## config.mk

```make
export PLATFORM = sky130hd
export DESIGN_NAME = param_measure_sequencer
export DESIGN_NICKNAME = d
export VERILOG_FILES = /design/src/rtl/param_measure_sequencer.sv
export SDC_FILE = /design/constraint.sdc
export NUM_CORES = 1
export LEC_CHECK = 0
export CORE_MARGIN = 2
export CORE_UTILIZATION = 44
export DETAILED_ROUTE_END_ITERATION = 10
export PLACE_DENSITY_LB_ADDON = 0.15
export SYNTH_ARGS = -nofsm -noshare
export SYNTH_HDL_FRONTEND = slang
export SYNTH_SLANG_ARGS = --single-unit
```

## constraint.sdc

```tcl
create_clock -name clk -period 6.2 [get_ports clk]
set_input_delay 0.62 -clock clk [delete_from_list [all_inputs] [get_ports clk]]
set_output_delay 0.62 -clock clk [all_outputs]
set_load 0.02 [all_outputs]
```

## src/rtl/param_measure_sequencer.sv

```systemverilog
// Measurement sequencer: clear, gate, settle, shared restoring divide, publish over valid/ready.
// Define PSEQ_THD_EN to add the harmonic/fundamental (THD) divide; otherwise thd_out stays 0.
module param_measure_sequencer #(
  parameter int unsigned CNT_W      = 32,
  parameter int unsigned SCALE      = 1000,
  parameter int unsigned SETTLE_CYC = 4
) (
  input  logic             clk,
  input  logic             rst_n,
  input  logic             start,
  input  logic             continuous,
  input  logic             abort,
  input  logic [19:0]      gate_len,
  input  logic             sample_valid,
  input  logic [CNT_W-1:0] zc_cnt,
  input  logic [CNT_W-1:0] high_cnt,
  input  logic [CNT_W-1:0] total_cnt,
  input  logic [CNT_W-1:0] fund_pow,
  input  logic [CNT_W-1:0] harm_pow,
  output logic             win_clr,
  output logic             meas_en,
  output logic [15:0]      freq_out,
  output logic [15:0]      duty_out,
  output logic [15:0]      thd_out,
  output logic             result_valid,
  input  logic             result_ready,
  output logic             busy,
  output logic             err_div0
);

  localparam int unsigned NUM_W       = CNT_W + 10;
  localparam int unsigned GL_W        = 20;
  localparam int unsigned OUT_W       = 16;
  localparam int unsigned IT_W        = $clog2(NUM_W + 1);
  localparam int unsigned SETTLE_LAST = (SETTLE_CYC > 0) ? SETTLE_CYC - 1 : 0;
  localparam int unsigned ST_W        = $clog2(SETTLE_LAST + 2);

  typedef enum logic [2:0] {
    IDLE, CLEAR, GATE, SETTLE, DIV_DUTY, DIV_THD, PUBLISH
  } state_t;

  state_t            state;
  logic [GL_W-1:0]   gate_len_q;
  logic [GL_W-1:0]   gate_cnt;
  logic [ST_W-1:0]   settle_cnt;
  logic [OUT_W-1:0]  zc_s;
  logic [CNT_W-1:0]  high_s;
  logic [CNT_W-1:0]  total_s;
`ifdef PSEQ_THD_EN
  logic [CNT_W-1:0]  fund_s;
  logic [CNT_W-1:0]  harm_s;
  logic [OUT_W-1:0]  duty_q;
`endif

  // Shared divider: dvd shifts the numerator out and the quotient in.
  logic [NUM_W-1:0]  dvd;
  logic [CNT_W-1:0]  dsr;
  logic [CNT_W-1:0]  rem;
  logic [IT_W-1:0]   it_cnt;
  logic              div_busy;

  logic [CNT_W-1:0]  num_sel;
  logic [CNT_W-1:0]  dsr_sel;
  logic [CNT_W:0]    rem_shift;
  logic [CNT_W:0]    rem_diff;
  logic              rem_ge;
  logic [CNT_W-1:0]  rem_next;
  logic [NUM_W-1:0]  dvd_next;
  logic [OUT_W-1:0]  quot_sat;
  logic [OUT_W-1:0]  div_res;
  logic              div_zero;
  logic              div_last;
  logic              div_fin;

  always_comb begin
    num_sel = high_s;
    dsr_sel = total_s;
`ifdef PSEQ_THD_EN
    if (state == DIV_THD) begin
      num_sel = harm_s;
      dsr_sel = fund_s;
    end
`endif
    rem_shift = {rem, dvd[NUM_W-1]};
    rem_diff  = rem_shift - {1'b0, dsr};
    rem_ge    = (rem_shift >= {1'b0, dsr});
    rem_next  = rem_ge ? rem_diff[CNT_W-1:0] : rem_shift[CNT_W-1:0];
    dvd_next  = {dvd[NUM_W-2:0], rem_ge};
    quot_sat  = (|dvd_next[NUM_W-1:OUT_W]) ? {OUT_W{1'b1}} : dvd_next[OUT_W-1:0];
    div_zero  = !div_busy && (dsr_sel == '0);
    div_last  = div_busy && (it_cnt == IT_W'(1));
    div_res   = div_zero ? '0 : quot_sat;
    div_fin   = ((state == DIV_DUTY) || (state == DIV_THD)) && (div_zero || div_last);
  end

  logic unused_bits;
`ifdef PSEQ_THD_EN
  assign unused_bits = ^{zc_cnt[CNT_W-1:OUT_W], rem_diff[CNT_W]};
`else
  assign unused_bits = ^{zc_cnt[CNT_W-1:OUT_W], rem_diff[CNT_W], fund_pow, harm_pow};
`endif

  always_ff @(posedge clk or negedge rst_n) begin
    if (!rst_n) begin
      state        <= IDLE;
      gate_len_q   <= '0;
      gate_cnt     <= '0;
      settle_cnt   <= '0;
      zc_s         <= '0;
      high_s       <= '0;
      total_s      <= '0;
`ifdef PSEQ_THD_EN
      fund_s       <= '0;
      harm_s       <= '0;
      duty_q       <= '0;
`endif
      dvd          <= '0;
      dsr          <= '0;
      rem          <= '0;
      it_cnt       <= '0;
      div_busy     <= 1'b0;
      win_clr      <= 1'b0;
      meas_en      <= 1'b0;
      freq_out     <= '0;
      duty_out     <= '0;
      thd_out      <= '0;
      result_valid <= 1'b0;
      busy         <= 1'b0;
      err_div0     <= 1'b0;
    end else if (abort) begin
      // Published outputs are deliberately left untouched.
      state        <= IDLE;
      win_clr      <= 1'b0;
      meas_en      <= 1'b0;
      result_valid <= 1'b0;
      busy         <= 1'b0;
      div_busy     <= 1'b0;
    end else begin
      case (state)
        IDLE: begin
          if (start) begin
            state    <= CLEAR;
            win_clr  <= 1'b1;
            err_div0 <= 1'b0;
            busy     <= 1'b1;
          end
        end
        CLEAR: begin
          win_clr    <= 1'b0;
          gate_len_q <= (gate_len == '0) ? GL_W'(1) : gate_len;
          gate_cnt   <= '0;
          meas_en    <= 1'b1;
          state      <= GATE;
        end
        GATE: begin
          if (sample_valid) begin
            gate_cnt <= gate_cnt + GL_W'(1);
            if ((gate_cnt + GL_W'(1)) == gate_len_q) begin
              meas_en    <= 1'b0;
              settle_cnt <= '0;
              state      <= SETTLE;
            end
          end
        end
        SETTLE: begin
          if (settle_cnt == ST_W'(SETTLE_LAST)) begin
            zc_s     <= zc_cnt[OUT_W-1:0];
            high_s   <= high_cnt;
            total_s  <= total_cnt;
`ifdef PSEQ_THD_EN
            fund_s   <= fund_pow;
            harm_s   <= harm_pow;
`endif
            div_busy <= 1'b0;
            state    <= DIV_DUTY;
          end else begin
            settle_cnt <= settle_cnt + ST_W'(1);
          end
        end
        DIV_DUTY, DIV_THD: begin
          if (div_fin) begin
            div_busy <= 1'b0;
            if (div_zero) err_div0 <= 1'b1;
`ifdef PSEQ_THD_EN
            if (state == DIV_DUTY) begin
              duty_q <= div_res;
              state  <= DIV_THD;
            end else begin
              freq_out     <= zc_s;
              duty_out     <= duty_q;
              thd_out      <= div_res;
              result_valid <= 1'b1;
              state        <= PUBLISH;
            end
`else
            freq_out     <= zc_s;
            duty_out     <= div_res;
            thd_out      <= '0;
            result_valid <= 1'b1;
            state        <= PUBLISH;
`endif
          end else if (!div_busy) begin
            dvd      <= NUM_W'(num_sel) * NUM_W'(SCALE);
            dsr      <= dsr_sel;
            rem      <= '0;
            it_cnt   <= IT_W'(NUM_W);
            div_busy <= 1'b1;
          end else begin
            dvd    <= dvd_next;
            rem    <= rem_next;
            it_cnt <= it_cnt - IT_W'(1);
          end
        end
        PUBLISH: begin
          if (result_ready) begin
            result_valid <= 1'b0;
            if (continuous) begin
              state    <= CLEAR;
              win_clr  <= 1'b1;
              err_div0 <= 1'b0;
            end else begin
              state <= IDLE;
              busy  <= 1'b0;
            end
          end
        end
        default: state <= IDLE;
      endcase
    end
  end

endmodule

```

# After elaboration in Yosys (flattened, before gate mapping)
# Index checks and enable logic that the tools add are counted.
dict set report totals {
  ff_bits 276
  out_inout_bits 53
  word_cells 135
}
dict set report op_classes {
  n_addsub 4
  n_mul 1
  order_cmp 1
  eq_ne 25
  muxes 49
  bitwise_logic 3
  reduce_logical 33
}
# op n
set op_table {}
lappend op_table {{32-bit two-way mux} 2}
lappend op_table {{42-bit two-way mux} 1}
lappend op_table {{20-bit two-way mux} 2}
lappend op_table {{20-bit one-hot mux with 2 select lines} 1}
lappend op_table {{32-bit by 7-bit multiplier with 39-bit output, second input constant} 1}
lappend op_table {{33-bit by 32-bit >= comparator with 1-bit output} 1}
lappend op_table {{32-bit logical NOT} 1}
lappend op_table {{16-bit two-way mux} 2}
lappend op_table {{32-bit subtractor} 1}
lappend op_table {{3-bit two-way mux} 10}
lappend op_table {{26-bit OR reduction} 1}
lappend op_table {{3-bit inequality test, second input constant} 8}
lappend op_table {{1-bit two-way mux} 22}
lappend op_table {{20-bit by 1-bit adder with 20-bit output, second input constant} 1}
lappend op_table {{20-bit == test} 1}
lappend op_table {{20-bit logical NOT} 1}
lappend op_table {{3-bit one-hot mux with 6 select lines} 1}
lappend op_table {{3-bit AND reduction} 6}
lappend op_table {{2-bit inequality test, second input constant} 8}
lappend op_table {{3-bit nonzero test} 5}
lappend op_table {{4-bit AND reduction} 3}
lappend op_table {{3-bit by 2-bit == test with 1-bit output, second input constant} 3}
lappend op_table {{3-bit == test, second input constant} 3}
lappend op_table {{1-bit one-hot mux with 2 select lines} 4}
lappend op_table {{other kinds (19)} 27}

# Longest topological paths before layout
# Gate-level depths: netlist of run 1.
dict set report logic_depth {
  depth_word 7
  depth_mapped 18
}

# Worst setup path after synthesis of run 1
# No wires, ideal clock.
dict set report synth_path {
  path_kind {reg2reg}
  start {reg high_s[14]}
  end {reg dvd[38]}
  t_arrival_ns 4.662
  path_slack_ns 1.456
  stages_incl_launch_ff 18
  period_less_slack_ns 4.744
  cell_sequence {dfrtp_1 > inv_1 > fa_1 > fa_1 > fa_1 > fa_1 > inv_1 > ha_1 > clkbuf_1 > a21oi_2 > a21oi_1 > a221oi_1 > o22ai_1 > nor3_2 > nor2_1 > a2111oi_0 > a41oi_1 > a31oi_1}
}
dict set report synth_between {
  elab_chain_cells 2
}
# item line
set synth_rtl {}
lappend synth_rtl {{start, declared} 47} ;# logic [CNT_W-1:0] high_s;
lappend synth_rtl {{start signal, assigned} 168} ;# high_s <= high_cnt;
lappend synth_rtl {{32-bit by 7-bit multiplier with 39-bit output} 203} ;# dvd <= NUM_W'(num_sel) * NUM_W'(SCALE);
lappend synth_rtl {{42-bit two-way mux} 202} ;# end else if (!div_busy) begin
lappend synth_rtl {{end signal, assigned} 203}
lappend synth_rtl {{end signal, assigned} 209} ;# dvd <= dvd_next;
lappend synth_rtl {{end, declared} 56} ;# logic [NUM_W-1:0] dvd;
# Every way passes these cells.
# A chain may end at the register's enable or synchronous reset.

# Worst setup path in the final report of run 1
dict set report layout_path {
  start {reg high_s[8]}
  end {reg dvd[41]}
}
# The elaborated chain is that of the path after synthesis.

==> results of run 1 <==
-- Yosys cell counts, drive strengths merged, types with 3 or more instances --
library cell	n
dfrtp	276
inv	218
nand2	185
o21ai	158
ha	122
mux2	120
fa	119
a21oi	115
nor2	115
clkbuf	57
xor2	45
xnor2	39
buf	38
mux2i	37
a21o	34
o31ai	31
nand3	30
nor3	28
a31oi	20
and3	20
nor4	20
nand4	18
o21a	15
a211oi	12
o21bai	11
and2	9
and4	9
o211ai	9
a2111oi	7
nor2b	6
o22ai	5
a221oi	4
a22oi	4
nand2b	4
or3	4
a221o	3
nand3b	3
o221ai	3
o41ai	3
or2	3
-- routing by layer --
layer  track usage [%]  vias up  wire [um]
met4              5.05        0        935
met2              29.9      227      19200
met5                 0        -          0
li1                  -     6994          -
met1              27.2     6971      21100
met3              3.19       61       1570
-- state kept, by name (all words and copies together), names as in the netlist --
name and flops:
dvd 42, dsr 32, dsr_sel 32, high_s 32, rem 32, gate_cnt 20, gate_len_q 20, duty_out 16
freq_out 16, zc_s 16, it_cnt 6, settle_cnt 3, state 3, busy 1, div_busy 1, err_div0 1
meas_en 1, result_valid 1, win_clr 1
-- cells by family (layout without fill, tap and decap cells) --
family	Yosys count	count (layout)
AOI/OAI and AO/OA	453	453
muxes	157	157
adders and majority gates	241	241
other	1	16
buffers and inverters	314	433
and+or+nand+nor	460	460
xor gates and xnor gates	84	84
DFF	276	276
-- worst max-delay path: stages (launching register included) --
cell and delay [ns]:
dfrtp_1 0.42, inv_1 0.26, fa_1 0.50, fa_1 0.55, fa_1 0.44, fa_1 0.52, inv_1 0.04, ha_1 0.39
nand4_1 0.13, a2111oi_0 0.49, a22oi_1 0.19, a31oi_1 0.37, o21ai_1 0.20, o21ai_0 0.19, o21ai_0 0.12, xnor2_1 0.19
o221ai_1 0.12
-- final timing paths --
kind,startpoint,to,cells after the start
worst max-delay path,high_s[8]$_DFFE_PN0P_,dvd[41]$_DFFE_PN0P_,16
worst min-delay path,rst_n,dsr_sel[18]$_DFFE_PN0P_,1
worst max register to register,high_s[8]$_DFFE_PN0P_,dvd[41]$_DFFE_PN0P_,16
worst min register to register,duty_out[15]$_DFFE_PN0P_,duty_out[15]$_DFFE_PN0P_,2
max in group asynchronous,rst_n,high_s[6]$_DFFE_PN0P_,2
min in group clk,duty_out[15]$_DFFE_PN0P_,duty_out[15]$_DFFE_PN0P_,2
-- power groups by stage --
stage	combinational, W	sequential, W	clock, W
finish	0.00216	0.00216	0.00203
global placement	0.00214	0.00219	0
detailed placement	0.00218	0.00220	0
floorplan	0.00161	0.00213	0
global route	0.00248	0.00220	0.00217
CTS	0.00220	0.00217	0.00210
-- layout make-up --
| cell class | instances | share of cell area (%) |
|---|---|---|
| Timing Repair Buffer | 154 | 6.79 |
| Clock inverter | 9 | 0.450 |
| Inverter | 219 | 3.65 |
| Tap cell | 592 | 3.29 |
| Sequential cell | 276 | 30.6 |
| Multi-Input combinational cell | 1411 | 50.6 |
| Clock buffer | 51 | 4.60 |
-- per-stage QoR --
step	cell area (um2)	utilization, %	total power (W)	std cells
finish	22500	51.2	0.00635	2712
global placement	21400	48.6	0.00432	2652
floorplan	19600	-	0.00375	2001
global route	22500	51.2	0.00685	2712
CTS	22500	51.2	0.00646	2712
detailed placement	21400	48.6	0.00438	2652
==> impl_metrics.ini, run 1 <==
[outcome]
outcome = finished clean

[cells_and_area]
syn_to_final_growth_pct = 15.6
fill_cells = 4070
seq_area_um2 = 6910
multi_input_area_um2 = 11400
fin_nets = 2525
n_antenna_cell = 0
layout_commonest_cell = dfrtp_1
final_cell_mix = dfrtp_1, inv_1, nand2_1, o21ai_0, clkdlybuf4s50_1
drive_above_1_share_pct = 10.2

[route]
viasPerCell = 5.26
via_count = 14300
routed_wl_um = 42800
drt_iter0_drc = 905
drc = 0
postRouteAntennaNets = 0
wire_per_inst_um = 15.8
drt_pass1_iterations = 4

[synthesis]
synth-compound-area-share_pct = 14.2
ys_seq_area_share_pct = 35.4
syn_inst = 1986
synth_top_family_by_area = adder cells
synthAdderAreaFrac_pct = 20.0
muxShareOfSynthArea_pct = 8.85
synthFlopType = dfrtp_1
synth_edf_count = 0
synth_top_area_cell = dfrtp_1
synthArstFlopShare_pct = 100
yosys.area_share.simple_pct = 11.0
ys_seq_elements = 276
synth_top_area_share_pct = 35.4
synth_area_per_cell_um2 = 9.82
syn_area_um2 = 19500
synth_warnings = 0
yosys-top-cells-area = dfrtp_1, fa_1, ha_1
synth_xor_area_share_pct = 3.77
ys_types = 79

[sta]
hold_viol_final = 0
max_freq_ghz = 0.189
fin_ws_ns = 0.918
slew_violations = 0
final.setup.tns_ns = 0
slew_headroom_pct = 21.1
min_period_ns = 5.28
setup_violations = 0
finClkSkew_ns = 0.0306
holdWs_ns = 0.103
finalCritPeriodShare_pct = 85.2
worst_pin_slew_ns = 1.18
rsz0062_at_grt = false

[global_routing]
grt_pass1_vias = 14400
antenna_found_initial = 0
grt_util_all_layers_pct = 19.0
grt_overflow = 0
grt_pass1_wl_um = 72800
grt_max_degree = 169

[power_and_ir_drop]
internal_power_w = 0.00411
p_leak_nw = 10.7
seqPwrFrac_pct = 34.1
power_density_nw_per_um2 = 282
p_switching_w = 0.00224
swShare_pct = 35.3
combPwrFrac_pct = 34.0
vdd_drop_max_uv = 215
pwr-share-clk_pct = 31.9

[cts]
cts_tree = done
cts.repair.resized = 0
root_buffer = clkbuf_16
h-tree-depth = 2
clock_path_buffers = 3
clk_pin_slew_worst_paths_ns = 0.06
cts_buffers = 35
cts_num_sinks = 276
ctsHoldBuffers = 0
worst_skew_pair.late_latency_ns = 0.54
postCtsSetupRepairBufs = 0

[critical_path]
endpoint_kind = flip-flop
crit_fanout = 7
critPathKind = flip-flop to flip-flop
startpoint_type = flip-flop
rrSetupSlack_ns = 0.92
cp.required_ns = 6.59
arrival_ns = 5.67

[floorplanning]
dieArea_um2 = 46000
io_pins = 240
core_region_area_um2 = 44000
dieWidth_um = 215
rows = 77
start_util_pct = 44.3
die_h_um = 215

[placed_design]
globalplace.congestion = 0.818
pre_cts_ws_ns = 0.860
port_buffers = 143
hpwl_um = 31000

[hold_path]
hp-class = input pin to asynchronous set/reset pin

[run]
max-cap-violations = 0
(Power assumes the default switching activity.)
==> run 2, diff against run 1 <==
--- a/config.mk
+++ b/config.mk
@@ -7,4 +7,6 @@
 export LEC_CHECK = 0
+export CELL_PAD_IN_SITES_DETAIL_PLACEMENT = 0
+export CELL_PAD_IN_SITES_GLOBAL_PLACEMENT = 1
 export CORE_MARGIN = 2
-export CORE_UTILIZATION = 44
+export CORE_UTILIZATION = 25
 export DETAILED_ROUTE_END_ITERATION = 10
--- a/constraint.sdc
+++ b/constraint.sdc
@@ -3,2 +3,2 @@
 set_output_delay 0.62 -clock clk [all_outputs]
-set_load 0.02 [all_outputs]
+set_load 0.005 [all_outputs]
==> run 2 against run 1 <==
- clock skew increased by 0.0017 ns
- largest cell class unchanged
- largest power group is now clock
- sequential power about the same
- combinational power up 3%
- critical path type unchanged
- via count is 0.29% lower
- register-to-register slack lost 0.22 ns
- first-iteration DRC count decreased by 49%
- flip-flop and latch count unchanged
- worst hold slack lost 0.041 ns
==> impl_metrics.ini, run 2 (synthesis gave the netlist of run 1 again) <==
[outcome]
outcome = finished clean

[cts]
clk_pin_slew_worst_paths_ns = 0.06
cts_buffers = 39
cts.repair.resized = 0
cts_tree = done
cts_num_sinks = 276
root_buffer = clkbuf_16
ctsHoldBuffers = 0
worst_skew_pair.late_latency_ns = 0.57
clock_path_buffers = 3
postCtsSetupRepairBufs = 0
h-tree-depth = 2

[route]
drt_pass1_iterations = 5
routed_wl_um = 49800
viasPerCell = 4.48
drc = 0
postRouteAntennaNets = 0
via_count = 14200
drt_iter0_drc = 460
wire_per_inst_um = 15.7

[global_routing]
antenna_found_initial = 0
grt_pass1_vias = 15000
grt_util_met1_pct = 17.3
use_met2_pct = 20.3
grt_pass1_wl_um = 82100
grt_util_all_layers_pct = 12.6
grt_max_degree = 131
use_met3_pct = 2.18
grt_overflow = 0
busiest_layer = met2

[critical_path]
crit_fanout = 7
critPathKind = flip-flop to flip-flop
path_cells = inv_1, fa_1, fa_1, fa_1, fa_1, inv_1, ha_1, nand4_1, a2111oi_0, a22oi_1, a31oi_1, o21ai_1, o21ai_0, o21ai_0, xnor2_1, o221ai_1
arrival_ns = 5.92
cp.required_ns = 6.61
worst_path_largest_cell_delay_ns = 0.63
endpoint_kind = flip-flop
cpMostUsedCell = fa_1
cp_slowest_cell = a2111oi_0
startpoint_type = flip-flop

[run]
max-cap-violations = 0

[floorplanning]
rows = 102
dieArea_um2 = 80300
core_region_area_um2 = 77300
die_h_um = 283
start_util_pct = 25.2
io_pins = 240
dieWidth_um = 283

[sta]
hold_viol_final = 0
slew_violations = 0
min_period_ns = 5.50
finalCritPeriodShare_pct = 88.8
finClkSkew_ns = 0.0323
slew_headroom_pct = 29.6
rsz0062_at_grt = false
setup_violations = 0
max_freq_ghz = 0.182
final.setup.tns_ns = 0
worst_pin_slew_ns = 1.05

[placed_design]
hpwl_um = 36800
place_inst = 3103
globalplace.congestion = 0.793
port_buffers = 143

[cells_and_area]
fin_nets = 2532
n_antenna_cell = 0
layout_commonest_cell = dfrtp_1
largest_reg_flops = 42
layout.cells.non_filler = 3172
fill_cells = 8175
final_cell_mix = dfrtp_1, inv_1, nand2_1, o21ai_0, clkdlybuf4s50_1
top_register = dvd
postLayoutCoreUtil_pct = 30.2
drive_above_1_share_pct = 10.7
syn_to_final_growth_pct = 19.5

[power_and_ir_drop]
vdd_drop_max_uv = 232
p_leak_nw = 10.8
power_density_nw_per_um2 = 288

[hold_path]
hp-class = input pin to asynchronous set/reset pin
-- run 2: metrics by stage --
stage	setup slack, ns	instance area [um2]	hold slack, ns	total power, W
2_1_floorplan	1.46	19600	0.324	0.00373
3_3_place_gp	0.715	22000	0.459	0.00449
3_5_place_dp	0.628	22000	0.469	0.00451
4_1_cts	0.597	23300	0.0550	0.00694
5_1_grt	0.231	23300	0.0869	0.00730
6_report	0.695	23300	0.0617	0.00673
-- run 2: final cells by class --
cell class	instances	area [um2]	area share, %
Tap cell	1040	1300	5.58
Clock inverter	18	254	1.09
Clock buffer	51	1070	4.59
Inverter	219	822	3.53
Sequential cell	276	6910	29.6
Multi-Input combinational cell	1411	11400	48.9
Timing Repair Buffer	157	1550	6.66
-- run 2: worst max-delay path, delay by kind of cell (launching register included) --
| family | cells | cell delay (ns) |
|---|---|---|
| adders and majority gates | 5 | 2.40 |
| AOI/OAI and AO/OA | 7 | 1.87 |
| DFF | 1 | 0.41 |
| buffers and inverters | 2 | 0.32 |
| xor gates and xnor gates | 1 | 0.20 |
| and+or+nand+nor | 1 | 0.14 |
-- run 2: worst paths after layout --
check / slack (ns) / cells past startpoint / startpoint / endpoint
hold / removal: 0.06 / 1 / rst_n / freq_out[13]$_DFFE_PN0P_
min in group clk: 0.47 / 1 / duty_out[0]$_DFFE_PN0P_ / duty_out[0]$_DFFE_PN0P_
max in group asynchronous: 4.78 / 2 / rst_n / freq_out[2]$_DFFE_PN0P_
hold reg to reg: 0.47 / 1 / duty_out[0]$_DFFE_PN0P_ / duty_out[0]$_DFFE_PN0P_
setup reg to reg: 0.70 / 16 / high_s[8]$_DFFE_PN0P_ / dvd[41]$_DFFE_PN0P_
setup / recovery: 0.70 / 16 / high_s[8]$_DFFE_PN0P_ / dvd[41]$_DFFE_PN0P_
-- run 2: per-layer routing --
layer  wire (um)  share of wire (%)
met1       24000                 48
met2       22900                 46
met3        1740                3.5
met4        1100                2.2
met5           0                  0
-- run 2: power breakdown --
| part | switching (W) | internal (W) | total [W] |
|---|---|---|---|
| clock | 0.000895 | 0.00143 | 0.00233 |
| sequential | 0.000190 | 0.00198 | 0.00217 |
| combinational | 0.00133 | 0.000907 | 0.00223 |
